===== config.mk =====
export PLATFORM = sky130hd
export DESIGN_NAME = avalon_mm_csr_bank_flat
export DESIGN_NICKNAME = d
export VERILOG_FILES = /design/src/rtl/avalon_mm_csr_bank_if.sv /design/src/rtl/avalon_mm_csr_bank.sv /design/src/flat_wrapper.sv
export SDC_FILE = /design/constraint.sdc
export NUM_CORES = 1
export LEC_CHECK = 0
export ABC_AREA = 1
export CORE_MARGIN = 2
export CORE_UTILIZATION = 40
export CTS_CLUSTER_SIZE = 10
export DETAILED_ROUTE_END_ITERATION = 12
export PLACE_DENSITY = 0.8
export SYNTH_ARGS = -nofsm -noshare
export SYNTH_HDL_FRONTEND = slang
export SYNTH_SLANG_ARGS = --single-unit

===== constraint.sdc =====
create_clock -name clk_i -period 3.95 [get_ports clk_i]
set_input_delay 0.79 -clock clk_i [delete_from_list [all_inputs] [get_ports clk_i]]
set_output_delay 0.79 -clock clk_i [all_outputs]
set_load 0.05 [all_outputs]

===== src/rtl/avalon_mm_csr_bank_if.sv =====
// Avalon-MM slave bus bundle for avalon_mm_csr_bank.
// Signal names carry the slave-side _i/_o direction suffix.
// Optional feature macro: AMM_CSR_BYTEENABLE_EN adds byteenable_i.
interface avalon_mm_csr_bank_if #(
  parameter int DWIDTH = 32,
  parameter int AWIDTH = 3
);
  logic [AWIDTH-1:0]   address_i;
  logic                write_i;
  logic [DWIDTH-1:0]   writedata_i;
`ifdef AMM_CSR_BYTEENABLE_EN
  logic [DWIDTH/8-1:0] byteenable_i;
`endif
  logic                read_i;
  logic                waitrequest_o;
  logic [DWIDTH-1:0]   readdata_o;
  logic                readdatavalid_o;

  modport master (
    output address_i, write_i, writedata_i, read_i,
`ifdef AMM_CSR_BYTEENABLE_EN
    output byteenable_i,
`endif
    input  waitrequest_o, readdata_o, readdatavalid_o
  );

  modport slave (
    input  address_i, write_i, writedata_i, read_i,
`ifdef AMM_CSR_BYTEENABLE_EN
    input  byteenable_i,
`endif
    output waitrequest_o, readdata_o, readdatavalid_o
  );
endinterface


===== src/rtl/avalon_mm_csr_bank.sv =====
// Avalon-MM slave register bank: NUM_REGS R/W control registers and NUM_REGS
// read-only status registers, fixed-latency pipelined reads, per-register
// write strobes. Address MSB selects status (1) or control (0).
// Optional feature macro: AMM_CSR_BYTEENABLE_EN (byte-masked writes).
module avalon_mm_csr_bank #(
  parameter int              DWIDTH     = 32,
  parameter int              NUM_REGS   = 4,
  parameter int              RD_LATENCY = 1,
  parameter logic [DWIDTH-1:0] RST_VAL  = '0,
  parameter int              AWIDTH     = $clog2(NUM_REGS) + 1
) (
  input  logic                       clk_i,
  input  logic                       srst_i,
  avalon_mm_csr_bank_if.slave        bus,
  output logic [NUM_REGS*DWIDTH-1:0] ctrl_o,
  output logic [NUM_REGS-1:0]        wr_stb_o,
  input  logic [NUM_REGS*DWIDTH-1:0] stat_i
);
  // Index width; with a single register the index collapses to a constant 0.
  localparam int IW = (AWIDTH > 1) ? AWIDTH - 1 : 1;

  logic                               wait_q;
  logic [NUM_REGS-1:0][DWIDTH-1:0]    ctrl_q, ctrl_d;
  logic [NUM_REGS-1:0][DWIDTH-1:0]    stat;
  logic [NUM_REGS-1:0]                wr_hit, wr_stb_q;
  logic [RD_LATENCY:1]                vld_pipe_q;
  logic [RD_LATENCY:1][DWIDTH-1:0]    dat_pipe_q;
  logic [IW-1:0]                      idx;
  logic                               is_stat, acc_wr, acc_rd, wr_any;
  logic [DWIDTH-1:0]                  wmask, rd_data;

  assign stat    = stat_i;
  assign idx     = (AWIDTH > 1) ? bus.address_i[IW-1:0] : '0;
  assign is_stat = bus.address_i[AWIDTH-1];

  // Stall covers reset plus one cycle after release, so a master never sees
  // an accept on the same edge the bank leaves reset.
  assign bus.waitrequest_o = srst_i | wait_q;
  assign acc_wr = bus.write_i & ~bus.waitrequest_o;
  // A read issued together with a write is dropped.
  assign acc_rd = bus.read_i & ~bus.write_i & ~bus.waitrequest_o;

`ifdef AMM_CSR_BYTEENABLE_EN
  // Expand byte enables to a bit mask; an all-zero mask is a no-op write.
  always_comb begin
    wmask = '0;
    for (int b = 0; b < DWIDTH/8; b++) wmask[b*8 +: 8] = {8{bus.byteenable_i[b]}};
  end
  assign wr_any = |bus.byteenable_i;
`else
  assign wmask  = '1;
  assign wr_any = 1'b1;
`endif

  // Decode which control register (if any) the accepted write targets.
  always_comb begin
    wr_hit = '0;
    for (int k = 0; k < NUM_REGS; k++)
      wr_hit[k] = acc_wr & ~is_stat & wr_any & (idx == IW'(k));
  end

  // Merge write data into the targeted control register.
  always_comb begin
    ctrl_d = ctrl_q;
    for (int k = 0; k < NUM_REGS; k++)
      if (wr_hit[k]) ctrl_d[k] = (ctrl_q[k] & ~wmask) | (bus.writedata_i & wmask);
  end

  // Read mux; indices with no matching register fall through to zero.
  always_comb begin
    rd_data = '0;
    for (int k = 0; k < NUM_REGS; k++)
      if (idx == IW'(k)) rd_data = is_stat ? stat[k] : ctrl_q[k];
  end

  // Control state, write strobes and post-reset stall flag.
  always_ff @(posedge clk_i) begin
    if (srst_i) begin
      wait_q   <= 1'b1;
      ctrl_q   <= {NUM_REGS{RST_VAL}};
      wr_stb_q <= '0;
    end else begin
      wait_q   <= 1'b0;
      ctrl_q   <= ctrl_d;
      wr_stb_q <= wr_hit;
    end
  end

  // Read return pipeline; data is zeroed when not valid so readdata_o idles at 0.
  always_ff @(posedge clk_i) begin
    if (srst_i) begin
      vld_pipe_q <= '0;
      dat_pipe_q <= '0;
    end else begin
      vld_pipe_q[1] <= acc_rd;
      dat_pipe_q[1] <= acc_rd ? rd_data : '0;
      for (int s = 2; s <= RD_LATENCY; s++) begin
        vld_pipe_q[s] <= vld_pipe_q[s-1];
        dat_pipe_q[s] <= dat_pipe_q[s-1];
      end
    end
  end

  assign bus.readdatavalid_o = vld_pipe_q[RD_LATENCY];
  assign bus.readdata_o      = dat_pipe_q[RD_LATENCY];
  assign ctrl_o              = ctrl_q;
  assign wr_stb_o            = wr_stb_q;
endmodule


===== src/flat_wrapper.sv =====
// flat-port wrapper written by rule: the top's interface ports become plain ports
module avalon_mm_csr_bank_flat 
#(
  parameter int              DWIDTH     = 32,
  parameter int              NUM_REGS   = 4,
  parameter int              RD_LATENCY = 1,
  parameter logic [DWIDTH-1:0] RST_VAL  = '0,
  parameter int              AWIDTH     = $clog2(NUM_REGS) + 1
)
  (clk_i, srst_i, ctrl_o, wr_stb_o, stat_i, bus_address_i, bus_write_i, bus_writedata_i, bus_read_i, bus_waitrequest_o, bus_readdata_o, bus_readdatavalid_o);
  avalon_mm_csr_bank_if #(.DWIDTH(DWIDTH), .AWIDTH(AWIDTH)) bus_i ();
  input  logic clk_i;
  input  logic srst_i;
  output logic [NUM_REGS*DWIDTH-1:0] ctrl_o;
  output logic [NUM_REGS-1:0] wr_stb_o;
  input  logic [NUM_REGS*DWIDTH-1:0] stat_i;
  input wire logic [$bits(bus_i.address_i)-1:0] bus_address_i;
  input wire logic [$bits(bus_i.write_i)-1:0] bus_write_i;
  input wire logic [$bits(bus_i.writedata_i)-1:0] bus_writedata_i;
  input wire logic [$bits(bus_i.read_i)-1:0] bus_read_i;
  output wire logic [$bits(bus_i.waitrequest_o)-1:0] bus_waitrequest_o;
  output wire logic [$bits(bus_i.readdata_o)-1:0] bus_readdata_o;
  output wire logic [$bits(bus_i.readdatavalid_o)-1:0] bus_readdatavalid_o;
  assign bus_i.address_i = bus_address_i;
  assign bus_i.write_i = bus_write_i;
  assign bus_i.writedata_i = bus_writedata_i;
  assign bus_i.read_i = bus_read_i;
  assign bus_waitrequest_o = bus_i.waitrequest_o;
  assign bus_readdata_o = bus_i.readdata_o;
  assign bus_readdatavalid_o = bus_i.readdatavalid_o;
  avalon_mm_csr_bank #(.DWIDTH(DWIDTH), .NUM_REGS(NUM_REGS), .RD_LATENCY(RD_LATENCY), .RST_VAL(RST_VAL), .AWIDTH(AWIDTH)) u_core (.clk_i(clk_i), .srst_i(srst_i), .bus(bus_i), .ctrl_o(ctrl_o), .wr_stb_o(wr_stb_o), .stat_i(stat_i));
endmodule

* Word-level counts from Yosys, hierarchy flattened
Index checks and enable logic that the tools add are counted.
Widths: inputs -> output; s select.
** Storage, ports and cells
- Flip-flop bits (word level) :: 166
- Input port bits :: 167
- Output and inout bits :: 166
- Logic and storage cells :: 35
** Operators by class
- Equal/unequal tests :: 3
- Mux-type cells :: 9
- Bitwise logic cells :: 13
- Reduce and logical (&&, ||, !) cells :: 2
** Operators with widths (count)
- $mux 32 :: 8
- $and 1x1->1 :: 8
- $eq 2x2->1 const B :: 2
- $not 1->1 :: 4
- $eq 2x1->1 const B :: 1
- $logic_not 2->1 :: 1
- $reduce_or 2->1 :: 1
- $mux 1 :: 1
- $or 1x1->1 :: 1

* Depth between registers and ports, before layout
Gate-level depths: netlist of run 1.
- Word-level depth :: 5
- Mapped depth :: 10
- Gate-level depth less buffers :: 7

* Worst setup path after synthesis of run 1
Ideal clock, no wire load.
- Path type :: input -> output
- Start point :: input port srst_i
- End point :: output port bus_waitrequest_o
- Arrival time :: 1.188 ns
- Required time :: 3.160 ns
- Path slack :: 1.972 ns
- Stages :: 2
- Buffers on the path :: 0
- Cell sequence :: nor2_1 > inv_1
** Between the ends
- Longest elaborated chain between the ends :: 1
** RTL lines
- start: declaration :: RTL line flat_wrapper.sv:13 : input logic srst_i;
- $or 1x1->1 :: RTL line avalon_mm_csr_bank.sv:38 : assign bus.waitrequest_o = srst_i | wait_q;
- end: declaration :: RTL line flat_wrapper.sv:21 : output wire logic [$bits(bus_i.waitrequest_o)-1:0] bus_waitrequest_o;
Every way passes these cells.

* Final worst setup path of run 1
Ends and elaborated chain as after synthesis.

==> flow_metrics.env, run 1 <==
export IMPL_synth_nets=1442
export IMPL_r2r_end="u_core.ctrl_o[4]"
export IMPL_hold_class="register to register"
export IMPL_maxCapViolCount=0
export IMPL_wl_met2_um=14700
export IMPL_grt_overflow_total=0
export IMPL_ant_nets=0
export IMPL_clk_path_buf_depth=2
export IMPL_regToRegSetupSlack_ns=1.90
export IMPL_crit_path_max_fanout=3
export IMPL_holdCritStartpoint="u_core.ctrl_o[0]"
export IMPL_critical_path_class="input port to output port"
export IMPL_synth_simple_area_share=0.385
export IMPL_grt_antenna_before_repair=0
export IMPL_grt_pass1_vias=8353
export IMPL_period_share=0.769
export IMPL_cts_made_buffers=17
export IMPL_p_per_area_nw_per_um2=326
export IMPL_port_buffers=332
export IMPL_dp_hpwl_um=20200
export IMPL_startpoint_type="input port"
export IMPL_worst_setup_path_end_kind="output port"
export IMPL_r2r_start="u_core.wait_q"
export IMPL_fp_row_count=51
export IMPL_instances_no_fill=1836
export IMPL_core_area_sq_um=19500
export IMPL_drive_gt1_frac=0.0490
export IMPL_drtIter0Drc=533
export IMPL_clkLatencyLatePin_ns=0.42
export IMPL_m1WireLength_um=12300
export IMPL_synthXorXnorAreaFrac=0
export IMPL_dp_cells=1804
export IMPL_final_nets=1725
export IMPL_grt_pass1_wl_um=45500
export IMPL_status="finished clean"
export IMPL_mappedNetlistArea_sq_um=7910
export IMPL_grt_util_all_layers=0.282
export IMPL_initial_core_util=0.406
export IMPL_yosysUniqueCellTypes=19
export IMPL_routed_top_layer="met4"
export IMPL_synth_seq_area_share=0.420
export IMPL_routedWlPerCell_um=16.5
export IMPL_cpMaxStageDelayCell="clkdlybuf4s50_1"
export IMPL_setup_violations=0
export IMPL_htreeDepth=4
export IMPL_rsz0062_at_grt="no"
export IMPL_clock_sinks=166
export IMPL_finClkSkew_ns=0.00985
export IMPL_cts_tree="yes"
export IMPL_hold_depth=2
export IMPL_grt_max_degree=93
export IMPL_slew_headroom=0.314
export IMPL_firstDrtPassIters=7
export IMPL_holdPathEnd="u_core.ctrl_o[0]"
export IMPL_crit_path_cell_trace="clkdlybuf4s50_1, nor2_1, inv_1, clkdlybuf4s50_1"
export IMPL_muxShareOfSynthArea=0
export IMPL_yosys_register_bits=166
export IMPL_io_pins=333
export IMPL_clock_fmax_mhz=329
export IMPL_yosysWarnings=0
export IMPL_die_h_um=145
export IMPL_synthAdderAreaFrac=0
export IMPL_p_leak_nw=5.37
export IMPL_totalWireLength_um=30300
export IMPL_via_per_inst=4.96
export IMPL_wl_met3_um=2750
export IMPL_min_period_ns=3.04
export IMPL_postCtsSetupRepairBufs=0
export IMPL_peakVddDrop_mv=0.282
export IMPL_dieArea_sq_um=20900
export IMPL_cts_root_buf="clkbuf_16"
export IMPL_cp_depth=4
export IMPL_layout_area_overhead_vs_synth_pct=50.7
export IMPL_cts_hold_buf=0
export IMPL_fin_setup_tns_ns=0
export IMPL_critPathRequiredTime_ns=3.16
export IMPL_crit_top_cell="clkdlybuf4s50_1"
export IMPL_syn_area_per_cell_sq_um=6.20
export IMPL_critPathArrivalTime_ns=2.25
export IMPL_synth_cells=1275
export IMPL_cpPeakStageDelay_ns=0.79
export IMPL_worstMarginPinSlew_ns=1.03
export IMPL_diodes=0
export IMPL_crit_family="buffers and inverters"
export IMPL_clk_pin_slew_ns=0.06
export IMPL_dieWidth_um=145
export IMPL_vias=9111
export IMPL_crit_buf_inv=3
export IMPL_worstRegToRegCells=6
export IMPL_synth_compound_area_frac=0.107
export IMPL_finalMaxSlewViolations=0
export IMPL_ctsResizeCount=0
export IMPL_drc=0
export IMPL_hold_viol_final=0
export IMPL_gp_congestion=0.843
export IMPL_synth_top_family_by_area="simple AND/OR/NAND/NOR gates"
-- synth_stat cells --
cell type	count	area [sq um]
a21oi_1	21	105
buf_2	44	220
inv_2	5	18.8
nand2_2	1	6.26
nand3_1	56	280
clkbuf_2	2	10.0
o21ai_0	104	521
nor2_2	4	25.0
dfxtp_1	166	3320
o21ai_1	28	140
buf_4	2	15.0
inv_1	80	300
o211ai_1	11	82.6
clkbuf_1	32	120
nor2_1	346	1300
nand2_1	358	1340
or2_2	11	68.8
nor2_4	2	22.5
buf_1	2	7.51
-- kinds of logic after synthesis --
kind of cell / after synthesis
buffers and inverters: 167
flip-flops: 166
AND/OR/NAND/NOR: 778
AO/OA/AOI/OAI: 164
-- registers in the layout, indices dropped and copies added, names as in the netlist --
signal	count
u_core.bus.readdata_o	32
u_core.bus.readdatavalid_o	1
u_core.ctrl_o	128
u_core.wait_q	1
u_core.wr_stb_o	4
-- power by group --
group,total (mW),internal (mW),leakage (nW),switching (mW)
clock network,1.59,0.857,0.277,0.736
logic,0.585,0.261,3.75,0.324
registers,1.71,1.70,1.34,0.0164
total,3.89,2.81,5.37,1.08
-- per-stage QoR --
| stage | instance area [sq um] | util | setup WS (ns) | total power [mW] | hold WS [ns] |
|---|---|---|---|---|---|
| 3_5_place_dp | 11400 | 0.583 | 0.785 | 2.33 | 0.514 |
| 2_1_floorplan | 7910 | - | 1.97 | 2.04 | 0.583 |
| 5_1_grt | 11900 | 0.612 | 0.832 | 4.02 | 0.559 |
| 6_report | 11900 | 0.612 | 0.911 | 3.89 | 0.526 |
| 3_3_place_gp | 11400 | 0.583 | 0.861 | 2.33 | 0.503 |
| 4_1_cts | 11900 | 0.612 | 0.905 | 3.91 | 0.533 |
-- worst max path at each step --
| stage | start | to | slack, ns |
|---|---|---|---|
| after floorplan | srst_i | bus_waitrequest_o | 1.97 |
| after global placement | bus_address_i[1] | u_core.ctrl_o[80] | 0.86 |
| after detailed placement | bus_address_i[1] | u_core.ctrl_o[72] | 0.79 |
| after CTS | srst_i | bus_waitrequest_o | 0.90 |
| after global routing | srst_i | bus_waitrequest_o | 0.83 |
| final | srst_i | bus_waitrequest_o | 0.91 |
-- placed cells by master (no fill, tap or decap), drive strengths merged --
master / instances
nand2: 359
nor2: 352
clkdlybuf4s50: 331
dfxtp: 166
o21ai: 132
inv: 89
nand3: 56
a21oi: 21
clkbuf: 19
buf: 15
or2: 11
o211ai: 11
clkinv: 8
clkinvlp: 1
-- per-layer routing --
| metal | global-route usage | vias up |
|---|---|---|
| met3 | 0.0695 | 34 |
| met1 | 0.348 | 4182 |
| li1 | - | 4491 |
| met5 | 0 | - |
| met4 | 0.0802 | 0 |
| met2 | 0.490 | 404 |
-- tightest hold or removal path, delay by kind of cell (launching register included) --
family,cells,cell delay (ns)
and+or+nand+nor,1,0.07
AOI/OAI and AO/OA,1,0.08
DFF,1,0.35
-- layout make-up --
cell class	count	area, sq um
clock inverter	13	111
tap	265	332
timing repair buffer	346	3450
multi-input combinational	942	3930
fill	1782	7540
clock buffer	19	453
inverter	85	322
sequential	166	3320
No activity file was read; power rests on OpenSTA's default activity.
==> run 2, diff against run 1 <==
--- a/config.mk
+++ b/config.mk
@@ -7,10 +7,10 @@
 export LEC_CHECK = 0
 export ABC_AREA = 1
 export CORE_MARGIN = 2
-export CORE_UTILIZATION = 40
+export CORE_UTILIZATION = 39
 export CTS_CLUSTER_SIZE = 10
 export DETAILED_ROUTE_END_ITERATION = 12
-export PLACE_DENSITY = 0.8
+export PLACE_DENSITY = 0.81
 export SYNTH_ARGS = -nofsm -noshare
 export SYNTH_HDL_FRONTEND = slang
 export SYNTH_SLANG_ARGS = --single-unit
==> constraint.sdc (replaced) <==
create_clock -name clk_i -period 2.6 [get_ports clk_i]
set_input_delay 0.52 -clock clk_i [delete_from_list [all_inputs] [get_ports clk_i]]
set_output_delay 0.52 -clock clk_i [all_outputs]
set_load 0.05 [all_outputs]
==> flow_metrics.env, run 2 (synthesized netlist as in run 1, its figures left out) <==
export IMPL_fin_setup_tns_ns=0
export IMPL_ant_nets=0
export IMPL_htreeDepth=4
export IMPL_cpPeakStageDelay_ns=0.46
export IMPL_clock_sinks=166
export IMPL_cp_startpoint="srst_i"
export IMPL_critPathRequiredTime_ns=2.91
export IMPL_p_per_area_nw_per_um2=505
export IMPL_status="finished clean"
export IMPL_drive_gt1_frac=0.0592
export IMPL_layout_area_overhead_vs_synth_pct=53.8
export IMPL_setup_violations=0
export IMPL_port_buffers=332
export IMPL_clk_pin_slew_ns=0.06
export IMPL_crit_path_max_fanout=32
export IMPL_dieWidth_um=146
export IMPL_postCtsSetupRepairBufs=0
export IMPL_totalWireLength_um=30600
export IMPL_p_sw_mw=1.62
export IMPL_cpMaxStageDelayCell="clkdlybuf4s50_1"
export IMPL_rsz0062_at_grt="no"
export IMPL_fp_row_count=52
export IMPL_worst_setup_path_end_kind="register"
export IMPL_regToRegSetupSlack_ns=0.67
export IMPL_startpoint_type="input port"
export IMPL_cts_hold_buf=0
export IMPL_period_share=0.849
export IMPL_peakVddDrop_mv=0.434
export IMPL_most_common_layout_cells="nand2_1 (355), nor2_1 (345), clkdlybuf4s50_1 (330), dfxtp_1 (166), o21ai_0 (104)"
export IMPL_layout_commonest_cell="nand2_1"
export IMPL_swShare=0.264
export IMPL_grt_overflow_total=0
export IMPL_worstMarginPinSlew_ns=1.01
export IMPL_hold_viol_final=0
export IMPL_finalMaxSlewViolations=0
export IMPL_power_frac_comb=0.149
export IMPL_cts_made_buffers=17
export IMPL_crit_top_cell="nor2_1"
export IMPL_ctsResizeCount=0
export IMPL_critical_path_endpoint="u_core.ctrl_o[4]"
export IMPL_dp_hpwl_um=21000
export IMPL_routedWlPerCell_um=16.5
export IMPL_core_area_sq_um=20000
export IMPL_via_per_inst=5.00
export IMPL_diodes=0
export IMPL_vias=9286
export IMPL_crit_path_cell_trace="clkdlybuf4s50_1, nor2_1, nand2_2, nor2_4, inv_2, nor2_1, nor2_1"
export IMPL_firstDrtPassIters=5
export IMPL_die_h_um=146
export IMPL_drtIter0Drc=558
export IMPL_hold_class="register to register"
export IMPL_clkLatencyLatePin_ns=0.43
export IMPL_p_leak_nw=5.48
export IMPL_internal_power_mw=4.52
export IMPL_maxCapViolCount=0
export IMPL_grt_pass1_wl_um=47200
export IMPL_cts_tree="yes"
export IMPL_instances_no_fill=1859
export IMPL_critical_path_class="input port to register"
export IMPL_clk_path_buf_depth=2
export IMPL_nFillCells=1874
export IMPL_critPathArrivalTime_ns=2.52
export IMPL_final_nets=1743
export IMPL_largest_reg_flops=128
export IMPL_holdCritStartpoint="u_core.ctrl_o[0]"
export IMPL_slew_headroom=0.325
export IMPL_dieArea_sq_um=21400
export IMPL_min_period_ns=2.21
export IMPL_grt_pass1_vias=8902
export IMPL_r2r_start="u_core.wait_q"
export IMPL_clkPwrFrac=0.427
export IMPL_io_pins=333
export IMPL_dp_cells=1826
export IMPL_initial_core_util=0.395
export IMPL_cts_root_buf="clkbuf_16"
export IMPL_drc=0
export IMPL_utilization=0.607
export IMPL_grt_util_all_layers=0.278
export IMPL_p_seq_frac=0.424
export IMPL_gp_congestion=0.872
export IMPL_worstRegToRegCells=6
export IMPL_finClkSkew_ns=0.0104
export IMPL_grt_antenna_before_repair=0
export IMPL_clock_fmax_mhz=453
export IMPL_grt_max_degree=95
export IMPL_r2r_end="u_core.ctrl_o[4]"
==> run 2: power by group through the flow <==
stage / clock network [mW] / logic (mW) / registers [mW]
after global routing: 2.76 / 0.990 / 2.60
final: 2.62 / 0.915 / 2.60
after global placement: 0 / 0.900 / 2.66
after detailed placement: 0 / 0.907 / 2.66
after CTS: 2.67 / 0.911 / 2.60
after floorplan: 0 / 0.325 / 2.77
==> run 2: critical path, delay by kind of cell <==
kind / cells / cell delay [ns]
simple gates: 5 / 1.09
buf+inv: 2 / 0.88
==> run 2: through the flow <==
stage | setup slack, ns | hold WS, ns | instance area [sq um] | total power [mW]
after floorplan | 1.04 | 0.548 | 7910 | 3.09
after global placement | -0.195 | 0.504 | 11500 | 3.56
after detailed placement | -0.271 | 0.516 | 11500 | 3.56
after CTS | 0.161 | 0.531 | 12200 | 6.18
after global routing | 0.264 | 0.558 | 12200 | 6.35
final | 0.392 | 0.526 | 12200 | 6.14
==> run 2: area by class of cell <==
| class | instances | area (sq um) | share of cell area |
|---|---|---|---|
| Sequential cell | 166 | 3320 | 0.273 |
| Timing Repair Buffer | 363 | 3640 | 0.299 |
| Tap cell | 270 | 338 | 0.0278 |
| Clock buffer | 19 | 433 | 0.0356 |
| Multi-Input combinational cell | 943 | 3940 | 0.324 |
| Inverter | 85 | 322 | 0.0264 |
| Clock inverter | 13 | 171 | 0.0141 |
==> run 2: per-layer routing <==
metal	global-route usage	vias up	wire length, um
met2	0.470	452	14400
met4	0.122	0	1150
met1	0.341	4224	12700
met3	0.0588	80	2410
met5	0	-	0
li1	-	4530	-
==> run 2: how the worst min path moves through the flow <==
stage	endpoint	slack, ns	depth (start not counted)
floorplan	u_core.wait_q	0.55	0
global placement	u_core.ctrl_o[126]	0.50	2
detailed placement	u_core.ctrl_o[122]	0.52	2
CTS	u_core.ctrl_o[0]	0.53	2
global route	u_core.ctrl_o[0]	0.56	2
finish	u_core.ctrl_o[0]	0.53	2
